$ cat src/rtl/receptor_hamming_serial_if.sv
// Serial receive link and corrected-word handshake for receptor_hamming_serial.
// The receptor takes the slave view. The link driver and the word consumer take the master view.
interface receptor_hamming_serial_if #(
   parameter int CNT_W = 8
);
   logic             rx_bit;
   logic             rx_valid;
   logic [10:0]      dado;
   logic             dado_valid;
   logic             dado_ready;
   logic [3:0]       sindrome;
   logic             erro_corrigido;
   logic             frame_err;
   logic             overrun;
   logic [CNT_W-1:0] err_count;

   modport master (
      output rx_bit, rx_valid, dado_ready,
      input  dado, dado_valid, sindrome, erro_corrigido, frame_err, overrun, err_count
   );

   modport slave (
      input  rx_bit, rx_valid, dado_ready,
      output dado, dado_valid, sindrome, erro_corrigido, frame_err, overrun, err_count
   );
endinterface

$ cat src/rtl/receptor_hamming_serial.sv
// Serial Hamming(15,11) receiver. It frames a codeword, corrects single-bit errors and holds the word in a 1-entry output register.
// Defining HAMMING_STATS_EN builds the saturating err_count, cnt_frame_err and cnt_overrun counters.
module receptor_hamming_serial #(
   parameter int CNT_W     = 8,
   parameter bit MSB_FIRST = 1'b1
) (
   input  logic                        clk,
   input  logic                        rst_n,
   receptor_hamming_serial_if.slave    bus
);
   typedef enum logic [1:0] {IDLE, SHIFT, STOP, CHECK} state_e;

   state_e      state_q;
   logic [14:0] shift_q;
   logic [3:0]  bit_cnt_q;
   logic [10:0] dado_q;
   logic        dado_valid_q;
   logic [3:0]  sindrome_q;
   logic        erro_q;
   logic        frame_err_q;
   logic        overrun_q;

   logic [3:0]  sindrome_d;
   logic [14:0] fixed_d;
   logic [10:0] dado_d;
   logic        load;
   logic        accept;

   always_comb begin
      // NOTE: every output of this block gets a value first, so no latch can be inferred.
      sindrome_d = 4'd0;
      for (int i = 1; i <= 15; i++) begin
         if (shift_q[i-1]) sindrome_d = sindrome_d ^ 4'(i);
      end
      fixed_d = shift_q;
      if (sindrome_d != 4'd0) fixed_d[sindrome_d - 4'd1] = ~shift_q[sindrome_d - 4'd1];
      // Data sits at positions 3,5,6,7,9..15. Position 3 is dado[0].
      dado_d = {fixed_d[14:8], fixed_d[6:4], fixed_d[2]};
   end

   assign accept = dado_valid_q && bus.dado_ready;
   assign load   = (state_q == CHECK) && (!dado_valid_q || bus.dado_ready);

   // NOTE: the state registers use non-blocking assignments, so each flop samples the values from before the edge.
   always_ff @(posedge clk) begin
      if (!rst_n) begin
         state_q      <= IDLE;
         shift_q      <= '0;
         bit_cnt_q    <= '0;
         dado_q       <= '0;
         dado_valid_q <= 1'b0;
         sindrome_q   <= '0;
         erro_q       <= 1'b0;
         frame_err_q  <= 1'b0;
         overrun_q    <= 1'b0;
      end else begin
         frame_err_q <= 1'b0;
         overrun_q   <= 1'b0;
         case (state_q)
            IDLE: begin
               if (bus.rx_valid && !bus.rx_bit) begin
                  state_q   <= SHIFT;
                  bit_cnt_q <= '0;
               end
            end
            SHIFT: begin
               if (bus.rx_valid) begin
                  shift_q   <= MSB_FIRST ? {shift_q[13:0], bus.rx_bit}
                                         : {bus.rx_bit, shift_q[14:1]};
                  bit_cnt_q <= bit_cnt_q + 4'd1;
                  if (bit_cnt_q == 4'd14) state_q <= STOP;
               end
            end
            STOP: begin
               if (bus.rx_valid) begin
                  if (bus.rx_bit) begin
                     state_q <= CHECK;
                  end else begin
                     frame_err_q <= 1'b1;
                     state_q     <= IDLE;
                  end
               end
            end
            CHECK: begin
               state_q <= IDLE;
               if (!load) overrun_q <= 1'b1;
            end
            default: state_q <= IDLE;
         endcase

         // Loading in the same cycle as an accept keeps dado_valid high with no bubble.
         if (load) begin
            dado_q       <= dado_d;
            sindrome_q   <= sindrome_d;
            erro_q       <= (sindrome_d != 4'd0);
            dado_valid_q <= 1'b1;
         end else if (accept) begin
            dado_valid_q <= 1'b0;
         end
      end
   end

   assign bus.dado           = dado_q;
   assign bus.dado_valid     = dado_valid_q;
   assign bus.sindrome       = sindrome_q;
   assign bus.erro_corrigido = erro_q;
   assign bus.frame_err      = frame_err_q;
   assign bus.overrun        = overrun_q;

`ifdef HAMMING_STATS_EN
   localparam logic [CNT_W-1:0] ONE = {{(CNT_W-1){1'b0}}, 1'b1};

   logic [CNT_W-1:0] err_cnt_q;
   logic [CNT_W-1:0] cnt_frame_err;
   logic [CNT_W-1:0] cnt_overrun;

   always_ff @(posedge clk) begin
      if (!rst_n) begin
         err_cnt_q     <= '0;
         cnt_frame_err <= '0;
         cnt_overrun   <= '0;
      end else begin
         if (load && (sindrome_d != 4'd0) && (err_cnt_q != '1)) err_cnt_q <= err_cnt_q + ONE;
         if (frame_err_q && (cnt_frame_err != '1)) cnt_frame_err <= cnt_frame_err + ONE;
         if (overrun_q && (cnt_overrun != '1)) cnt_overrun <= cnt_overrun + ONE;
      end
   end

   assign bus.err_count = err_cnt_q;
`else
   assign bus.err_count = {CNT_W{1'b0}};
`endif
endmodule

$ cat src/flat_wrapper.sv
// flat-port wrapper written by rule: the top's interface ports become plain ports
module receptor_hamming_serial_flat 
#(
   parameter int CNT_W     = 8,
   parameter bit MSB_FIRST = 1'b1
)
  (clk, rst_n, bus_rx_bit, bus_rx_valid, bus_dado_ready, bus_dado, bus_dado_valid, bus_sindrome, bus_erro_corrigido, bus_frame_err, bus_overrun, bus_err_count);
  receptor_hamming_serial_if #(.CNT_W(CNT_W)) bus_i ();
  input  logic clk;
  input  logic rst_n;
  input wire logic [$bits(bus_i.rx_bit)-1:0] bus_rx_bit;
  input wire logic [$bits(bus_i.rx_valid)-1:0] bus_rx_valid;
  input wire logic [$bits(bus_i.dado_ready)-1:0] bus_dado_ready;
  output wire logic [$bits(bus_i.dado)-1:0] bus_dado;
  output wire logic [$bits(bus_i.dado_valid)-1:0] bus_dado_valid;
  output wire logic [$bits(bus_i.sindrome)-1:0] bus_sindrome;
  output wire logic [$bits(bus_i.erro_corrigido)-1:0] bus_erro_corrigido;
  output wire logic [$bits(bus_i.frame_err)-1:0] bus_frame_err;
  output wire logic [$bits(bus_i.overrun)-1:0] bus_overrun;
  output wire logic [$bits(bus_i.err_count)-1:0] bus_err_count;
  assign bus_i.rx_bit = bus_rx_bit;
  assign bus_i.rx_valid = bus_rx_valid;
  assign bus_i.dado_ready = bus_dado_ready;
  assign bus_dado = bus_i.dado;
  assign bus_dado_valid = bus_i.dado_valid;
  assign bus_sindrome = bus_i.sindrome;
  assign bus_erro_corrigido = bus_i.erro_corrigido;
  assign bus_frame_err = bus_i.frame_err;
  assign bus_overrun = bus_i.overrun;
  assign bus_err_count = bus_i.err_count;
  receptor_hamming_serial #(.CNT_W(CNT_W), .MSB_FIRST(MSB_FIRST)) u_core (.clk(clk), .rst_n(rst_n), .bus(bus_i));
endmodule
$ cat config.mk
export PLATFORM = sky130hd
export DESIGN_NAME = receptor_hamming_serial_flat
export DESIGN_NICKNAME = d
export VERILOG_FILES = /design/src/rtl/receptor_hamming_serial_if.sv /design/src/rtl/receptor_hamming_serial.sv /design/src/flat_wrapper.sv
export SDC_FILE = /design/constraint.sdc
export NUM_CORES = 1
export LEC_CHECK = 0
export ABC_AREA = 1
export CORE_MARGIN = 1
export CORE_UTILIZATION = 25
export CTS_BUF_LIST = sky130_fd_sc_hd__clkbuf_4
export DETAILED_ROUTE_END_ITERATION = 10
export GPL_TIMING_DRIVEN = 0
export SLEW_MARGIN = 20
export SYNTH_ARGS = -nofsm -noshare
export SYNTH_HDL_FRONTEND = slang
export SYNTH_SLANG_ARGS = --single-unit
$ cat constraint.sdc
create_clock -name clk -period 2.83 [get_ports clk]
set_input_delay 0.566 -clock clk [delete_from_list [all_inputs] [get_ports clk]]
set_output_delay 0.566 -clock clk [all_outputs]
set_load 0.01 [all_outputs]
==> results.md, run 1 <==
* Initial antenna violation count at 0
* Seq cells post-synth at 40
* Die area at 0.0102 mm^2
* H-tree levels at 2
* Hold wc startpoint: u_core.bus.dado[0]
* Mapped cell area at 0.00245 mm^2
* Row count at 35
* Top Usage Layer GRT: met2
* Critical Path AT at 2950 ps
* Pin count of the biggest net entering global routing at 14
* M3 GR Usage at 0.0257
* Post-layout min period at 2660 ps
* HP Class: flop to flop
* WP data required at 3120 ps
* RePlAce Congestion at 0.919
* CP Launch Point: u_core.shift_q[12]
* WL/cell at 11.8 um
* Top post-synthesis cells by area: dfxtp_1 33%, nand2_1 12%, a21oi_1 8.6%
* Ys async rst share at 0
* Post-CTS Hold Fix Bufs at 0
* Vias in the first global route at 2242
* Fin cells at 519
* Max Clock Freq at 376 MHz
* Max incr delay on CP at 380 ps
* Final nets at 399
* I/O Pins at 32
* CP Launch Type: flop
* Max-cap violations at 0
* CP Depth at 18
* Clock buffer depth at 2
* CTS root buf: clkbuf_4
* WHS at 474 ps
* Outcome: finished, final reports clean
* GR Util All Layers at 0.132
* Routed Antenna Nets at 0
* Fin. Hold Viols at 0
* TritonCTS Buffers at 5
* Port buffer count at 23
* Post-synth top area cell: dfxtp_1
* Crit-path slowest cell: dfxtp_4
* Syn_area_per_cell at 6.97 um^2
* CP Max Fanout at 10
* # diodes at 0
* Placed cells at 511
* Mapped Cells at 352
* Clock sink count at 40
* Max_slew headroom at 0.526
* Worst Hold Depth at 2
* 1st-pass router iterations at 4
* Routing usage on met2 at 0.219
* GR Util met1 at 0.173
* Top cell type's share of synthesized area at 0.327
* # setup viols final at 0
* Final slew viol count at 0
* Seq/Total Area, Yosys at 0.327
* Yosys warns at 0
* Worst-margin pin slew at 710 ps
* Count leader, synth: nand2_1
* Hpwl dp at 4650 um
* Unique masters post-synth at 33
* Die X at 101 um
* FF-to-FF path depth at 18
* CTS tree: yes
* Area Growth Syn to Fin at 22.3%
* Final WL at 6150 um
* Commonest cells in the netlist: 78 x nand2_1, 42 x a21oi_1, 40 x dfxtp_1, 37 x inv_1, 26 x o21ai_0
* Clk Latency, worst-skew pair at 360 ps
* Clock-pin slew on the worst setup and hold paths at 130 ps
* Drt drc at 0
* Worst setup EP type: flop
* Layout cell share with drive strength beyond 1 at 0.179
* WS Path Type: flop to flop
* Crit path buf inv count at 3
* First-pass GRT wire length at 10600 um
* DR iter-0 viols at 271
* Cell breakdown of the critical path: inv_2, nand2_1, nand2_2, xor2_2, xnor2_2, ha_4, ha_4, inv_1, a21oi_1, o21ai_0, o21ai_0, nand2_2, nand2_1, nand2_2, buf_6, nand3b_1, nand2_1, a21oi_2
* Pre-CTS WS at -27.8 ps
* Initial core utilization at 0.262
* Worst setup margin at 167 ps
* Core area at 0.00937 mm^2
* CP top delay family: adder cells
* Number of synthesized flops with an enable pin at 0
* Via Count at 2374
* R2R Path Start: u_core.shift_q[12]
* Global route overflow at 0
* Top FF cell, synth: dfxtp_1
* Die H at 101 um
* Layout Skew at 10.8 ps
* Vias per inst at 4.57
* Final period util at 0.941
[repair_timing]
| item | 4_1_cts | 5_1_grt |
|---|---|---|
| pin swaps | 0 | 2 |
| setup endpoints to repair | 10 | 11 |
| resized for setup | 1 | 19 |
| gates cloned | 0 | 0 |
| setup buffers | 0 | 1 |
[worst register-to-register path, delay by kind of cell (launching register included)]
family                     cells  cell delay, ps
DFF                            1             380
xor gates and xnor gates       2             340
AOI/OAI and AO/OA              4             450
and+or+nand+nor                7             530
adders and majority gates      2             560
buffers and inverters          3             350
[layout by cell type, fill, tap and decap left out, types with 4 or more instances in the layout]
cell and instances:
inv_1 35, nand3b_1 10, nand2_4 4, clkdlybuf4s50_1 23
xnor2_1 4, conb_1 8, inv_2 8, nand4_1 9
nor2_1 8, nand2_2 10, o21ai_0 26, clkbuf_1 6
dfxtp_2 6, buf_4 9, nand2_1 77, nand3_1 16
nand3_2 5, a21oi_1 42, nor3_1 4, clkbuf_4 6
dfxtp_1 33, a21oi_2 7
[cells by family (layout without fill, tap and decap cells)]
kind of cell | count (synthesis) | in the layout | synth area share
AND/OR/NAND/NOR | 145 | 145 | 0.295
AO/OA/AOI/OAI | 85 | 85 | 0.195
buffers and inverters | 66 | 97 | 0.120
flip-flops | 40 | 40 | 0.327
XOR/XNOR | 10 | 10 | 0.0357
adder cells (fa/ha/maj) | 5 | 5 | 0.0255
other | 1 | 8 | 0.00153
[metal layers]
metal	share of wire	vias up	wire, um
li1	-	1224	-
met3	0.057	8	349
met2	0.46	72	2820
met1	0.48	1070	2920
met5	0	-	0
met4	0.0091	0	56
[metrics by stage]
step,util,TNS [ps],instance area [um^2]
6_report,0.320,0,3000
3_3_place_gp,0.306,0,2870
4_1_cts,0.312,0,2920
5_1_grt,0.320,-42.0,3000
3_5_place_dp,0.306,-98.4,2870
2_1_floorplan,-,0,2480
[registers in the layout, indices dropped and copies added, names as in the netlist]
| name | flops |
|---|---|
| u_core.shift_q | 15 |
| u_core.bus.erro_corrigido | 1 |
| u_core.bus.sindrome | 4 |
| u_core.bus.dado_valid | 1 |
| u_core.bit_cnt_q | 4 |
| u_core.state_q | 2 |
| u_core.bus.frame_err | 1 |
| u_core.bus.dado | 11 |
| u_core.bus.overrun | 1 |
[final timing paths]
path              slack, ps            endpoint
setup / recovery        170  u_core.bus.dado[6]
hold / removal          470  u_core.bus.dado[0]
setup reg to reg        170  u_core.bus.dado[6]
hold reg to reg         470  u_core.bus.dado[0]
[area by class of cell]
cell class	count	area [um^2]
Timing Repair Buffer	24	238
Buffer	20	126
Multi-Input combinational cell	253	1430
Inverter	45	173
Clock buffer	5	37.5
Fill cell	1046	6370
Clock inverter	3	18.8
Tap cell	129	161
Sequential cell	40	812
Power of run 1 is left out: the tool's default activity adds up to more than one toggle a clock period on the data nets, which glitch-free logic cannot reach.
==> run 2, diff against run 1 <==
Clock period 2.83 ns to 2.62 ns, I/O delays scaled along.
==> run 2 against run 1 <==
Effect of this change:
- via count rose by 3.5%
- register-to-register slack worse by 50 ps
- non-clock buffer count is 15 higher
- global-route usage increased by 0.16 points
- fmax rose by 6.2%
- utilization rose by 2.2 points
- critical path depth increased by 3
- worst hold slack better by 0.62 ps
- first-iteration DRC count decreased by 21%
- worst setup slack worse by 55 ps
- routed wire length is 5.9% higher
- critical path type unchanged
- critical endpoint unchanged
==> results.md, run 2 (synthesis gave the netlist of run 1 again) <==
* Outcome: finished, final reports clean
* WP data required at 2910 ps
* Cell breakdown of the critical path: inv_4, nand2_2, nand3_2, nand2_1, nand2_1, nand2_1, nand2_2, nand2_4, clkinvlp_4, ha_4, inv_4, a21oi_2, o21ai_1, o21ai_1, nand2_2, nand2_2, nand2_2, buf_6, nand3b_1, nand2_1, a21oi_2
* M3 GR Usage at 0.0257
* Die H at 101 um
* Initial antenna violation count at 0
* Worst R2R Setup Slack at 110 ps
* CTS root buf: clkbuf_4
* Port buffer count at 23
* Vias per inst at 4.60
* Routing usage on met2 at 0.226
* R2r endpoint: u_core.bus.dado[6]
* Worst Hold Depth at 2
* WS Path Type: flop to flop
* R2R Path Start: u_core.shift_q[6]
* Clock-pin slew on the worst setup and hold paths at 130 ps
* CP Launch Type: flop
* Largest reg by FF count: u_core.shift_q
* Most frequent cells in the layout: 72 x nand2_1, 40 x a21oi_1, 31 x inv_1
* Max Clock Freq at 399 MHz
* RePlAce Congestion at 0.919
* Crit-path slowest cell: dfxtp_4
* Final WL at 6510 um
* Clock buffer depth at 2
* Post-layout min period at 2510 ps
* Drt drc at 0
* Most frequent CP cell: nand2_2
* DR iter-0 viols at 214
* Routed Antenna Nets at 0
* Clk Latency, worst-skew pair at 360 ps
* Row count at 35
* Fin. Hold Viols at 0
* First-pass GRT wire length at 10800 um
* Critical Path AT at 2800 ps
* Fin cells at 534
* GR Util All Layers at 0.133
* Hold wc startpoint: u_core.bus.dado[0]
* GR Util met1 at 0.173
* Worst setup EP type: flop
* Max_slew headroom at 0.524
* Worst-margin pin slew at 714 ps
* HP Class: flop to flop
* Largest register FFs at 15
* I/O Pins at 32
* TritonCTS Buffers at 5
* Vias in the first global route at 2271
* Crit path buf inv count at 4
* H-tree levels at 2
* CP top delay family: simple AND/OR/NAND/NOR gates
* Max-cap violations at 0
* Clock sink count at 40
* Post-CTS Hold Fix Bufs at 0
* # setup viols final at 0
* Final period util at 0.957
* Via Count at 2456
* CTS tree: yes
* Pin count of the biggest net entering global routing at 14
* Die area at 0.0102 mm^2
* Layout Skew at 13.5 ps
* WHS at 474 ps
* 1st-pass router iterations at 4
* Final nets at 414
* FF-to-FF path depth at 21
* RSZ-0062 raised after global routing: true
* Area Growth Syn to Fin at 30.9%
* Global route overflow at 0
* CP Max Fanout at 5
* Core area at 0.00937 mm^2
* Initial core utilization at 0.262
* Final slew viol count at 0
* Placed cells at 511
* Max incr delay on CP at 430 ps
* Top Usage Layer GRT: met2
* # diodes at 0
* Die X at 101 um
* WL/cell at 12.2 um
* Commonest non-fill, non-tap cell in the layout: nand2_1
* Hpwl dp at 4650 um
* Layout cell share with drive strength beyond 1 at 0.257
* WHS Endpoint: u_core.bus.dado[0]
==> run 2: cell types whose count changed in the layout (fill, tap and decap cells not counted), sizes merged <==
cell  before  now
buf       14   29
==> run 2: per-layer routing <==
metal  vias up  routed length, um
met4         0                 72
met1      1117               2920
met5         -                  0
met2        65               3130
met3         8                389
li1       1266                  -
==> run 2: area by class of cell <==
type | count | area (um^2)
Fill cell | 1025 | 6160
Multi-Input combinational cell | 253 | 1490
Sequential cell | 40 | 826
Timing Repair Buffer | 39 | 358
Inverter | 45 | 190
Tap cell | 129 | 161
Buffer | 20 | 133
Clock buffer | 5 | 37.5
Clock inverter | 3 | 18.8
==> run 2: what timing repair did <==
item | in CTS | in global routing
setup buffers | 2 | 12
endpoints found under the setup margin | 11 | 11
gates resized for setup | 16 | 48
cloned | 0 | 2
pin swaps | 1 | 19
==> run 2: worst max-delay path by stage <==
| stage | from | endpoint | slack (ps) | depth (start not counted) |
|---|---|---|---|---|
| 3_3_place_gp | u_core.shift_q[12] | u_core.bus.dado[5] | -210 | 17 |
| 5_1_grt | u_core.shift_q[6] | u_core.bus.dado[10] | -70 | 21 |
| 3_5_place_dp | u_core.shift_q[12] | u_core.bus.dado[0] | -240 | 17 |
| 4_1_cts | u_core.shift_q[8] | u_core.bus.dado[6] | 0.8 | 16 |
| 6_report | u_core.shift_q[6] | u_core.bus.dado[6] | 110 | 21 |
| 2_1_floorplan | u_core.shift_q[12] | u_core.bus.dado[10] | 160 | 17 |
==> run 2: per-stage QoR <==
step / instance area [um^2] / setup TNS, ps / worst slack [ps] / util
2_1_floorplan: 2480 / 0 / 164 / -
3_3_place_gp: 2870 / -2050 / -205 / 0.306
3_5_place_dp: 2870 / -2280 / -238 / 0.306
4_1_cts: 2990 / 0 / 0.842 / 0.319
5_1_grt: 3210 / -305 / -66.6 / 0.342
6_report: 3210 / 0 / 112 / 0.342
==> run 2: tightest hold or removal path, stage by stage, from the launching register on <==
cell and delay, ps:
dfxtp_1 330, nand2_1 60, a21oi_1 50
Power of run 2 is left out for the same reason.
